File: config.mk
export PLATFORM = sky130hd
export DESIGN_NAME = game_sequencer_flat
export DESIGN_NICKNAME = d
export VERILOG_FILES = /design/src/rtl/game_sequencer_if.sv /design/src/rtl/game_sequencer.sv /design/src/flat_wrapper.sv
export SDC_FILE = /design/constraint.sdc
export NUM_CORES = 1
export LEC_CHECK = 0
export CORE_UTILIZATION = 47
export DETAILED_ROUTE_END_ITERATION = 6
export PLACE_DENSITY_LB_ADDON = 0.3
export SYNTH_ARGS = -nofsm -noshare
export SYNTH_HDL_FRONTEND = slang
export SYNTH_SLANG_ARGS = --single-unit
File: constraint.sdc
create_clock -name i_clk -period 3.2 [get_ports i_clk]
set_input_delay 0.48 -clock i_clk [delete_from_list [all_inputs] [get_ports i_clk]]
set_output_delay 0.48 -clock i_clk [all_outputs]
set_load 0.02 [all_outputs]
File: src/rtl/game_sequencer_if.sv
// Bundle of the game sequencer's frame-level inputs and paddle/status outputs.
// The slave modport is the sequencer; the master modport is the surrounding game logic.
interface game_sequencer_if;
  logic        i_ani_stb;
  logic [1:0]  i_btn_lr;
  logic [11:0] i_ball_x;
  logic [11:0] i_pad_x1;
  logic [11:0] i_pad_x2;
  logic        i_ball_miss;
  logic        i_bricks_clear;
  logic        o_endgame;
  logic        o_animate;
  logic [1:0]  o_paddle_lr;
  logic [1:0]  o_lives;
  logic [2:0]  o_state;
  logic        o_demo;

  modport slave (
    input  i_ani_stb, i_btn_lr, i_ball_x, i_pad_x1, i_pad_x2, i_ball_miss, i_bricks_clear,
    output o_endgame, o_animate, o_paddle_lr, o_lives, o_state, o_demo
  );

  modport master (
    output i_ani_stb, i_btn_lr, i_ball_x, i_pad_x1, i_pad_x2, i_ball_miss, i_bricks_clear,
    input  o_endgame, o_animate, o_paddle_lr, o_lives, o_state, o_demo
  );
endinterface

File: src/rtl/game_sequencer.sv
// Frame-level game phase controller with life counter and button/autopilot paddle arbitration.
// Define GAME_SEQ_DEMO_EN to include the idle timeout and the demo autopilot.
module game_sequencer #(
  parameter int LIVES        = 3,
  parameter int IDLE_FRAMES  = 600,
  parameter int SERVE_FRAMES = 60,
  parameter int MISS_FRAMES  = 90,
  parameter int HOLD_FRAMES  = 120,
  parameter int DEADBAND     = 8
) (
  input logic          i_clk,
  input logic          i_rst_n,
  game_sequencer_if.slave bus
);

  typedef enum logic [2:0] {
    IDLE  = 3'd0,
    SERVE = 3'd1,
    PLAY  = 3'd2,
    MISS  = 3'd3,
    OVER  = 3'd4,
    WIN   = 3'd5
  } state_t;

  localparam int CNT_W = 16;
  localparam logic [CNT_W-1:0] CNT_MAX = '1;

  state_t           state, state_nxt;
  logic [CNT_W-1:0] cnt, cnt_nxt;
  logic [1:0]       lives, lives_nxt;
  logic             demo, demo_nxt;
  logic             miss_lat, clear_lat;
  logic             miss_evt, clear_evt;
  logic             press;
  logic [1:0]       cmd;
  logic             endgame, animate;
  logic [1:0]       paddle_lr;

  assign press     = |bus.i_btn_lr;
  assign miss_evt  = miss_lat | bus.i_ball_miss;
  assign clear_evt = clear_lat | bus.i_bricks_clear;

`ifdef GAME_SEQ_DEMO_EN
  localparam logic DEMO_EN = 1'b1;
  logic [12:0] ball, left_lim, right_lim;

  assign ball      = {1'b0, bus.i_ball_x};
  assign left_lim  = {1'b0, bus.i_pad_x1} + 13'(DEADBAND);
  assign right_lim = ({1'b0, bus.i_pad_x2} >= 13'(DEADBAND)) ?
                     ({1'b0, bus.i_pad_x2} - 13'(DEADBAND)) : 13'd0;
  assign cmd = !demo            ? bus.i_btn_lr :
               (ball < left_lim)  ? 2'b10 :
               (ball > right_lim) ? 2'b01 : 2'b00;
`else
  localparam logic DEMO_EN = 1'b0;
  logic unused_pos;

  assign unused_pos = ^{bus.i_ball_x, bus.i_pad_x1, bus.i_pad_x2};
  assign cmd        = bus.i_btn_lr;
`endif

  // Phase decisions are made only on strobes; a demo abort overrides every other transition.
  always_comb begin
    state_nxt = state;
    cnt_nxt   = cnt;
    lives_nxt = lives;
    demo_nxt  = demo;
    if (bus.i_ani_stb) begin
      cnt_nxt = (cnt == CNT_MAX) ? cnt : cnt + 1'b1;
      case (state)
        IDLE: begin
          if (press) begin
            state_nxt = SERVE;
            lives_nxt = 2'(LIVES);
            demo_nxt  = 1'b0;
          end else if (DEMO_EN && cnt == CNT_W'(IDLE_FRAMES - 1)) begin
            state_nxt = SERVE;
            lives_nxt = 2'(LIVES);
            demo_nxt  = 1'b1;
          end
        end
        SERVE: begin
          if (cnt == CNT_W'(SERVE_FRAMES - 1)) state_nxt = PLAY;
        end
        PLAY: begin
          if (miss_evt) begin
            state_nxt = MISS;
            lives_nxt = (lives != 2'd0) ? lives - 2'd1 : lives;
          end else if (clear_evt) begin
            state_nxt = WIN;
          end
        end
        MISS: begin
          if (cnt == CNT_W'(MISS_FRAMES - 1)) state_nxt = (lives == 2'd0) ? OVER : SERVE;
        end
        OVER, WIN: begin
          if (demo) begin
            if (cnt == CNT_W'(HOLD_FRAMES - 1)) begin
              state_nxt = IDLE;
              demo_nxt  = 1'b0;
            end
          end else if (cnt >= CNT_W'(HOLD_FRAMES) && press) begin
            state_nxt = SERVE;
            lives_nxt = 2'(LIVES);
            demo_nxt  = 1'b0;
          end
        end
        default: state_nxt = IDLE;
      endcase
      if (demo && press && (state == SERVE || state == PLAY || state == MISS)) begin
        state_nxt = IDLE;
        demo_nxt  = 1'b0;
        lives_nxt = 2'(LIVES);
      end
      if (state_nxt != state) cnt_nxt = '0;
    end
  end

  // Outputs are registered from the next state so they change on the same edge as o_state.
  always_ff @(posedge i_clk or negedge i_rst_n) begin
    if (!i_rst_n) begin
      state     <= IDLE;
      cnt       <= '0;
      lives     <= 2'(LIVES);
      demo      <= 1'b0;
      miss_lat  <= 1'b0;
      clear_lat <= 1'b0;
      endgame   <= 1'b1;
      animate   <= 1'b0;
      paddle_lr <= 2'b00;
    end else begin
      state     <= state_nxt;
      cnt       <= cnt_nxt;
      lives     <= lives_nxt;
      demo      <= demo_nxt;
      miss_lat  <= bus.i_ani_stb ? 1'b0 : miss_evt;
      clear_lat <= bus.i_ani_stb ? 1'b0 : clear_evt;
      endgame   <= (state_nxt == IDLE) || (state_nxt == OVER) || (state_nxt == WIN);
      animate   <= (state_nxt == PLAY);
      paddle_lr <= (state_nxt == PLAY) ? cmd : 2'b00;
    end
  end

  assign bus.o_endgame   = endgame;
  assign bus.o_animate   = animate;
  assign bus.o_paddle_lr = paddle_lr;
  assign bus.o_lives     = lives;
  assign bus.o_state     = state;
  assign bus.o_demo      = demo;

endmodule
File: src/flat_wrapper.sv
// flat-port wrapper written by rule: the top's interface ports become plain ports
module game_sequencer_flat 
#(
  parameter int LIVES        = 3,
  parameter int IDLE_FRAMES  = 600,
  parameter int SERVE_FRAMES = 60,
  parameter int MISS_FRAMES  = 90,
  parameter int HOLD_FRAMES  = 120,
  parameter int DEADBAND     = 8
)
  (i_clk, i_rst_n, bus_i_ani_stb, bus_i_btn_lr, bus_i_ball_x, bus_i_pad_x1, bus_i_pad_x2, bus_i_ball_miss, bus_i_bricks_clear, bus_o_endgame, bus_o_animate, bus_o_paddle_lr, bus_o_lives, bus_o_state, bus_o_demo);
  game_sequencer_if bus_i ();
  input logic i_clk;
  input logic i_rst_n;
  input wire logic [$bits(bus_i.i_ani_stb)-1:0] bus_i_ani_stb;
  input wire logic [$bits(bus_i.i_btn_lr)-1:0] bus_i_btn_lr;
  input wire logic [$bits(bus_i.i_ball_x)-1:0] bus_i_ball_x;
  input wire logic [$bits(bus_i.i_pad_x1)-1:0] bus_i_pad_x1;
  input wire logic [$bits(bus_i.i_pad_x2)-1:0] bus_i_pad_x2;
  input wire logic [$bits(bus_i.i_ball_miss)-1:0] bus_i_ball_miss;
  input wire logic [$bits(bus_i.i_bricks_clear)-1:0] bus_i_bricks_clear;
  output wire logic [$bits(bus_i.o_endgame)-1:0] bus_o_endgame;
  output wire logic [$bits(bus_i.o_animate)-1:0] bus_o_animate;
  output wire logic [$bits(bus_i.o_paddle_lr)-1:0] bus_o_paddle_lr;
  output wire logic [$bits(bus_i.o_lives)-1:0] bus_o_lives;
  output wire logic [$bits(bus_i.o_state)-1:0] bus_o_state;
  output wire logic [$bits(bus_i.o_demo)-1:0] bus_o_demo;
  assign bus_i.i_ani_stb = bus_i_ani_stb;
  assign bus_i.i_btn_lr = bus_i_btn_lr;
  assign bus_i.i_ball_x = bus_i_ball_x;
  assign bus_i.i_pad_x1 = bus_i_pad_x1;
  assign bus_i.i_pad_x2 = bus_i_pad_x2;
  assign bus_i.i_ball_miss = bus_i_ball_miss;
  assign bus_i.i_bricks_clear = bus_i_bricks_clear;
  assign bus_o_endgame = bus_i.o_endgame;
  assign bus_o_animate = bus_i.o_animate;
  assign bus_o_paddle_lr = bus_i.o_paddle_lr;
  assign bus_o_lives = bus_i.o_lives;
  assign bus_o_state = bus_i.o_state;
  assign bus_o_demo = bus_i.o_demo;
  game_sequencer #(.LIVES(LIVES), .IDLE_FRAMES(IDLE_FRAMES), .SERVE_FRAMES(SERVE_FRAMES), .MISS_FRAMES(MISS_FRAMES), .HOLD_FRAMES(HOLD_FRAMES), .DEADBAND(DEADBAND)) u_core (.i_clk(i_clk), .i_rst_n(i_rst_n), .bus(bus_i));
endmodule
==> impl_metrics.tcl, run 1 <==
set metrics [dict create \
    crit_top_cell "or4_4" \
    tightest_slew_ns 0.655 \
    syn_nets 241 \
    wl_per_cell_um 14.1 \
    synth_cells 194 \
    grt_pass1_vias 1407 \
    drt-met1-wl_um 1750 \
    end_kind "flip-flop" \
    grt_pass1_wl_um 6400 \
    layout.cells.non_filler 261 \
    multi_input_area_um2 1020 \
    hold_buffers 0 \
    ys.flop_type "dfrtp_1" \
    outcome "finished clean" \
    hold_viol_final 0 \
    numCtsBuffers 3 \
    place_congestion 0.850 \
    num_vias 1504 \
    placed_area_um2 2010 \
    synthTopCellsByArea "dfrtp_1, nor2_1, dfstp_2" \
    clock-sinks 28 \
    grt_overflow_total 0 \
    power.density_nw_per_um2 511 \
    cts_resized 0 \
    fp-row-count 22 \
    n_fill_cell 331 \
    highest_layer "met4" \
    yosysWarnings 0 \
    fp.dieH_um 63.6 \
    worstSetupPathType "reg2reg" \
    via_per_inst 5.76 \
    setup_viol 0 \
    cts_setup_buffers 0 \
    die_area_um2 4040 \
    ios 53 \
    p_leak_nw 0.867 \
    grt_max_degree 29 \
    initial_core_util_pct 48.7 \
    synthArstFlopShare_pct 100 \
    antenna_found_initial 0 \
    fin_crit_sh_pct 81.5 \
    period_needed_ns 2.61 \
    drtAntennaViolNets 0 \
    dr.pass1.iters 4 \
    slew_violations 0 \
    cts-root-buf "clkbuf_8" \
    yosysSeqAreaShare_pct 39.5 \
    core_um2 3660 \
    clock_path_buffers 2 \
    synth_most_common_cell "dfrtp_1" \
    io_buffers 16 \
    diodes 0 \
    ys_ff_latch 28 \
    ir_drop_mv 0.297 \
    cp_max_fo 13 \
    dr_wl_met3_um 147 \
    final_cell_area_um2 2060 \
    htreeDepth 1 \
    required_ns 3.35 \
    wl_met2_um 1760 \
    crit_path_top_delay_cell "or4_4" \
    synth_cell_types 50 \
    clock_latency_ns 0.28 \
    synth_top_area_share_pct 35.1 \
    wl_um 3690 \
    slowest_delay_ns 0.57 \
    synth_area_um2 1780 \
    maxCapViolations 0 \
    fin_skew_ns 0.0102 \
    die_x_um 63.6 \
    drcViolationCount 0 \
    cp-start-kind "flip-flop" \
    grt.total_usage_pct 20.0 \
    syn2layout_area_growth_pct 15.7 \
    rsz0062_at_grt "no" \
    crit_chain "or4_4, or4_4, o41a_1, and3_4, a31oi_4, nor2_1" \
    dp_hpwl_um 2650 \
    post-synth-top-area-cell "dfrtp_1" \
    finish.utilization_pct 56.3 \
    drive_gt1_share_pct 11.3 \
    cts_tree "built" \
    seq_area_um2 704 \
    drt_iter0_drc 143 \
    syn_area_per_cell_um2 9.18 \
    slew_headroom_pct 55.9 \
    ys_top_cells_by_count "dfrtp_1, nor2_1, nand2_1" \
    worstHoldPathType "reg2reg" \
    final.setup.tns_ns 0 \
    max_freq_mhz 383 \
    dp.cells 257 \
    final_net_count 261 \
    cp.arrival_ns 2.76 \
    synth_enable_flop_cells 0 \
    clkTransAtPathRegs_ns 0.10 \
]
cells in the final DEF (no fill, tap or decap), drive strengths merged, types with 2 or more instances in the layout:
master	count
inv	11
o41a	2
nand2	17
o21ai	4
nor4	4
ha	4
xor2	7
clkbuf	4
nand2b	2
nand4	4
and4	8
or3	2
xnor2	6
nand4b	3
and3	5
nor2	24
dfstp	3
nand3	12
mux2	3
o21a	4
a31oi	3
buf	3
dfrtp	25
or2	4
a21oi	6
and2	3
a21boi	2
a2111oi	2
or4	2
o22ai	2
clkdlybuf4s50	16
final cells by class:
| class | count | area share (%) |
|---|---|---|
| Tap cell | 48 | 2.91 |
| Clock buffer | 4 | 2.67 |
| Timing Repair Buffer | 19 | 8.86 |
| Inverter | 11 | 2.00 |
| Sequential cell | 28 | 34.2 |
| Multi-Input combinational cell | 151 | 49.4 |
per-stage QoR:
stage                     power [mW]  setup WS, ns  hold WS [ns]
after floorplan                0.720         0.691         0.184
after global placement         0.832         0.490         0.513
final                           1.05         0.592         0.561
after detailed placement       0.838         0.453         0.549
after CTS                       1.07         0.573         0.570
after global routing            1.13         0.434         0.610
where the power goes:
| group | internal, mW | leakage (nW) | switching [mW] |
|---|---|---|---|
| clock | 0.110 | 0.0288 | 0.113 |
| combinational | 0.165 | 0.469 | 0.194 |
| sequential | 0.405 | 0.369 | 0.0666 |
| total | 0.680 | 0.867 | 0.374 |
critical path, delay by kind of cell, from the launching register on:
kind	cells	cell delay [ns]
flops	1	0.42
simple gates	4	1.31
compound gates	2	0.76
state kept, by name, summed over array words and instances, names as in the netlist:
signal                  count
u_core.bus.o_animate        1
u_core.bus.o_demo           1
u_core.bus.o_endgame        1
u_core.bus.o_lives          2
u_core.bus.o_paddle_lr      2
u_core.bus.o_state          3
u_core.clear_lat            1
u_core.cnt                 16
u_core.miss_lat             1
path summary, 6_finish.rpt:
path,startpoint,end,slack [ns],cells past startpoint
worst max-delay path,u_core.cnt[15]$_DFFE_PN0P_,u_core.cnt[7]$_DFFE_PN0P_,0.59,6
worst min-delay path,u_core.miss_lat$_DFF_PN0_,u_core.miss_lat$_DFF_PN0_,0.56,2
worst max register to register,u_core.cnt[15]$_DFFE_PN0P_,u_core.cnt[7]$_DFFE_PN0P_,0.59,6
worst min register to register,u_core.miss_lat$_DFF_PN0_,u_core.miss_lat$_DFF_PN0_,0.56,2
max in group asynchronous,i_rst_n,u_core.bus.o_lives[0]$_DFFE_PN1P_,2.32,2
min in group asynchronous,i_rst_n,u_core.bus.o_state[1]$_DFF_PN0_,0.57,2
logic make-up after synthesis:
| kind of cell | count (synthesis) | synth area share [%] |
|---|---|---|
| adders and majority gates | 4 | 2.81 |
| buffers and inverters | 15 | 3.37 |
| AOI/OAI and AO/OA | 36 | 15.9 |
| and+or+nand+nor | 95 | 29.9 |
| DFF | 28 | 39.5 |
| muxes | 3 | 2.11 |
| xor gates and xnor gates | 13 | 6.39 |
per-layer routing:
| metal | vias to the layer above | GRT usage, % |
|---|---|---|
| met2 | 34 | 34.7 |
| met3 | 6 | 3.26 |
| met4 | 0 | 3.41 |
| met5 | - | 0 |
| met1 | 713 | 26.1 |
| li1 | 751 | - |
No activity file was read; power rests on OpenSTA's default activity.
==> inputs of run 2 (changes only) <==
CORE_UTILIZATION = 43   (was 47)
clock period = 2.1 ns   (was 3.2 ns; I/O delays follow)
==> run 2 against run 1 <==
Register-to-register slack got worse by 0.93 ns. Power rose by 94%. Count of clock-buffer cells in the layout fell by 1. Critical endpoint is now u_core.cnt[0]$_DFFE_PN0P_. First-iteration DRC count rose by 10%. Combinational power rose to 2.6 times the previous value. Sequential power rose by 40%. Final cell count rose by 20%. Clock power rose by 97%. Fmax rose by 7.2%. The flow now finishes with violations (setup timing).
==> impl_metrics.tcl, run 2 (synthesized netlist as in run 1, its figures left out) <==
set metrics [dict create \
    outcome "finished with violations" \
    violations "setup timing" \
    hold_viol_final 0 \
    end_kind "flip-flop" \
    cp-start-kind "flip-flop" \
    largest_reg_flops 16 \
    drcViolationCount 0 \
    ir_drop_mv 0.402 \
    fp.dieH_um 66.4 \
    tightest_slew_ns 0.400 \
    die_x_um 66.4 \
    slowest_delay_ns 0.55 \
    numCtsBuffers 3 \
    drive_gt1_share_pct 33.8 \
    fp-row-count 23 \
    p_leak_nw 1.13 \
    n_fill_cell 351 \
    grt_pass1_vias 1687 \
    hold_slack_ns 0.401 \
    clock_latency_ns 0.29 \
    clock-sinks 28 \
    required_ns 2.28 \
    diodes 0 \
    via_per_inst 5.47 \
    slew_headroom_pct 73.2 \
    wl_um 4820 \
    io_buffers 16 \
    place_congestion 0.886 \
    final_cell_mix "buf_4, dfrtp_1, nor2_1" \
    finish.utilization_pct 63.9 \
    drtAntennaViolNets 0 \
    setup_viol 24 \
    cts_tree "built" \
    ios 53 \
    wl_per_cell_um 15.4 \
    syn2layout_area_growth_pct 43.4 \
    grt_max_degree 29 \
    die_area_um2 4400 \
    cp_max_fo 4 \
    grt_pass1_wl_um 7690 \
    dp_hpwl_um 3340 \
    period_needed_ns 2.43 \
    cp.arrival_ns 2.62 \
    final_net_count 311 \
    seq_area_um2 704 \
    worstHoldPathType "in2async" \
    final.setup.tns_ns -5.73 \
    crit_top_cell "or4_4" \
    multi_input_area_um2 1090 \
    crit_chain "or4_4, or4_4, o41a_1, and3_4, a41o_1, mux2_4" \
    initial_core_util_pct 44.5 \
    core_um2 4000 \
    cts-root-buf "clkbuf_8" \
    maxCapViolations 0 \
    antenna_found_initial 0 \
    num_vias 1713 \
    slew_violations 0 \
    htreeDepth 1 \
    max_freq_mhz 411 \
    power.density_nw_per_um2 799 \
    fin_skew_ns 0.00767 \
    dr.pass1.iters 4 \
    grt_overflow_total 0 \
    grt.total_usage_pct 23.2 \
    worstSetupPathType "reg2reg" \
    fin_crit_sh_pct 116 \
    top_register "u_core.cnt" \
    clock_path_buffers 2 \
    rsz0062_at_grt "yes" \
    setup_slack_ns -0.334 \
    clkTransAtPathRegs_ns 0.11 \
    crit_path_top_delay_cell "or4_4" \
    final_common_cell "buf_4" \
    dp_slack_ns -0.384 \
    drt_iter0_drc 158 \
]
## run 2: repair_timing
item                                    4_1_cts  5_1_grt
hold buffers                                  0        0
endpoints found under the hold margin         0        0
resized for setup                             3       18
setup buffers                                 2        1
pin swaps                                     8        2
endpoints found under the setup margin       25       25
## run 2: area by class of cell
class	instances	share of cell area [%]
timing repair buffer	69	22.8
sequential	28	27.6
clock inverter	1	1.18
inverter	11	1.62
clock buffer	3	1.62
multi-input combinational	151	42.8
tap	50	2.45
## run 2: per-stage QoR
step / cells / power [mW] / instance area (um2)
3_5_place_dp: 306 / 1.47 / 2360
4_1_cts: 312 / 1.94 / 2480
2_1_floorplan: 194 / 1.10 / 1790
5_1_grt: 313 / 2.15 / 2550
3_3_place_gp: 306 / 1.45 / 2360
6_report: 313 / 2.04 / 2550
## run 2: final timing paths
check                                                 from                        endpoint  slack [ns]  cells past startpoint
max in group asynchronous                          i_rst_n  u_core.bus.o_endgame$_DFF_PN1_        1.39                      2
min in group i_clk               u_core.miss_lat$_DFF_PN0_       u_core.miss_lat$_DFF_PN0_        0.55                      2
worst min register to register   u_core.miss_lat$_DFF_PN0_       u_core.miss_lat$_DFF_PN0_        0.55                      2
worst max register to register  u_core.cnt[12]$_DFFE_PN0P_       u_core.cnt[0]$_DFFE_PN0P_       -0.33                      6
worst max-delay path            u_core.cnt[12]$_DFFE_PN0P_       u_core.cnt[0]$_DFFE_PN0P_       -0.33                      6
worst min-delay path                               i_rst_n      u_core.clear_lat$_DFF_PN0_        0.40                      2
## run 2: worst max-delay path, delay by kind of cell, from the launching register on
kind             cells  cell delay [ns]
multiplexers         1             0.26
AND/OR/NAND/NOR      3             1.16
AO/OA/AOI/OAI        2             0.53
flip-flops           1             0.39
## run 2: power by group
group,internal [mW],switching [mW],leakage (nW),total (mW)
registers,0.617,0.0423,0.369,0.659
logic,0.475,0.464,0.722,0.939
clock network,0.256,0.187,0.0357,0.442
total,1.35,0.693,1.13,2.04
## run 2: metal layers
metal	global-route usage (%)	share of wire, %
met2	41.6	52
met5	0	0
met1	29.2	43
met3	3.10	3.9
met4	5.85	1.3
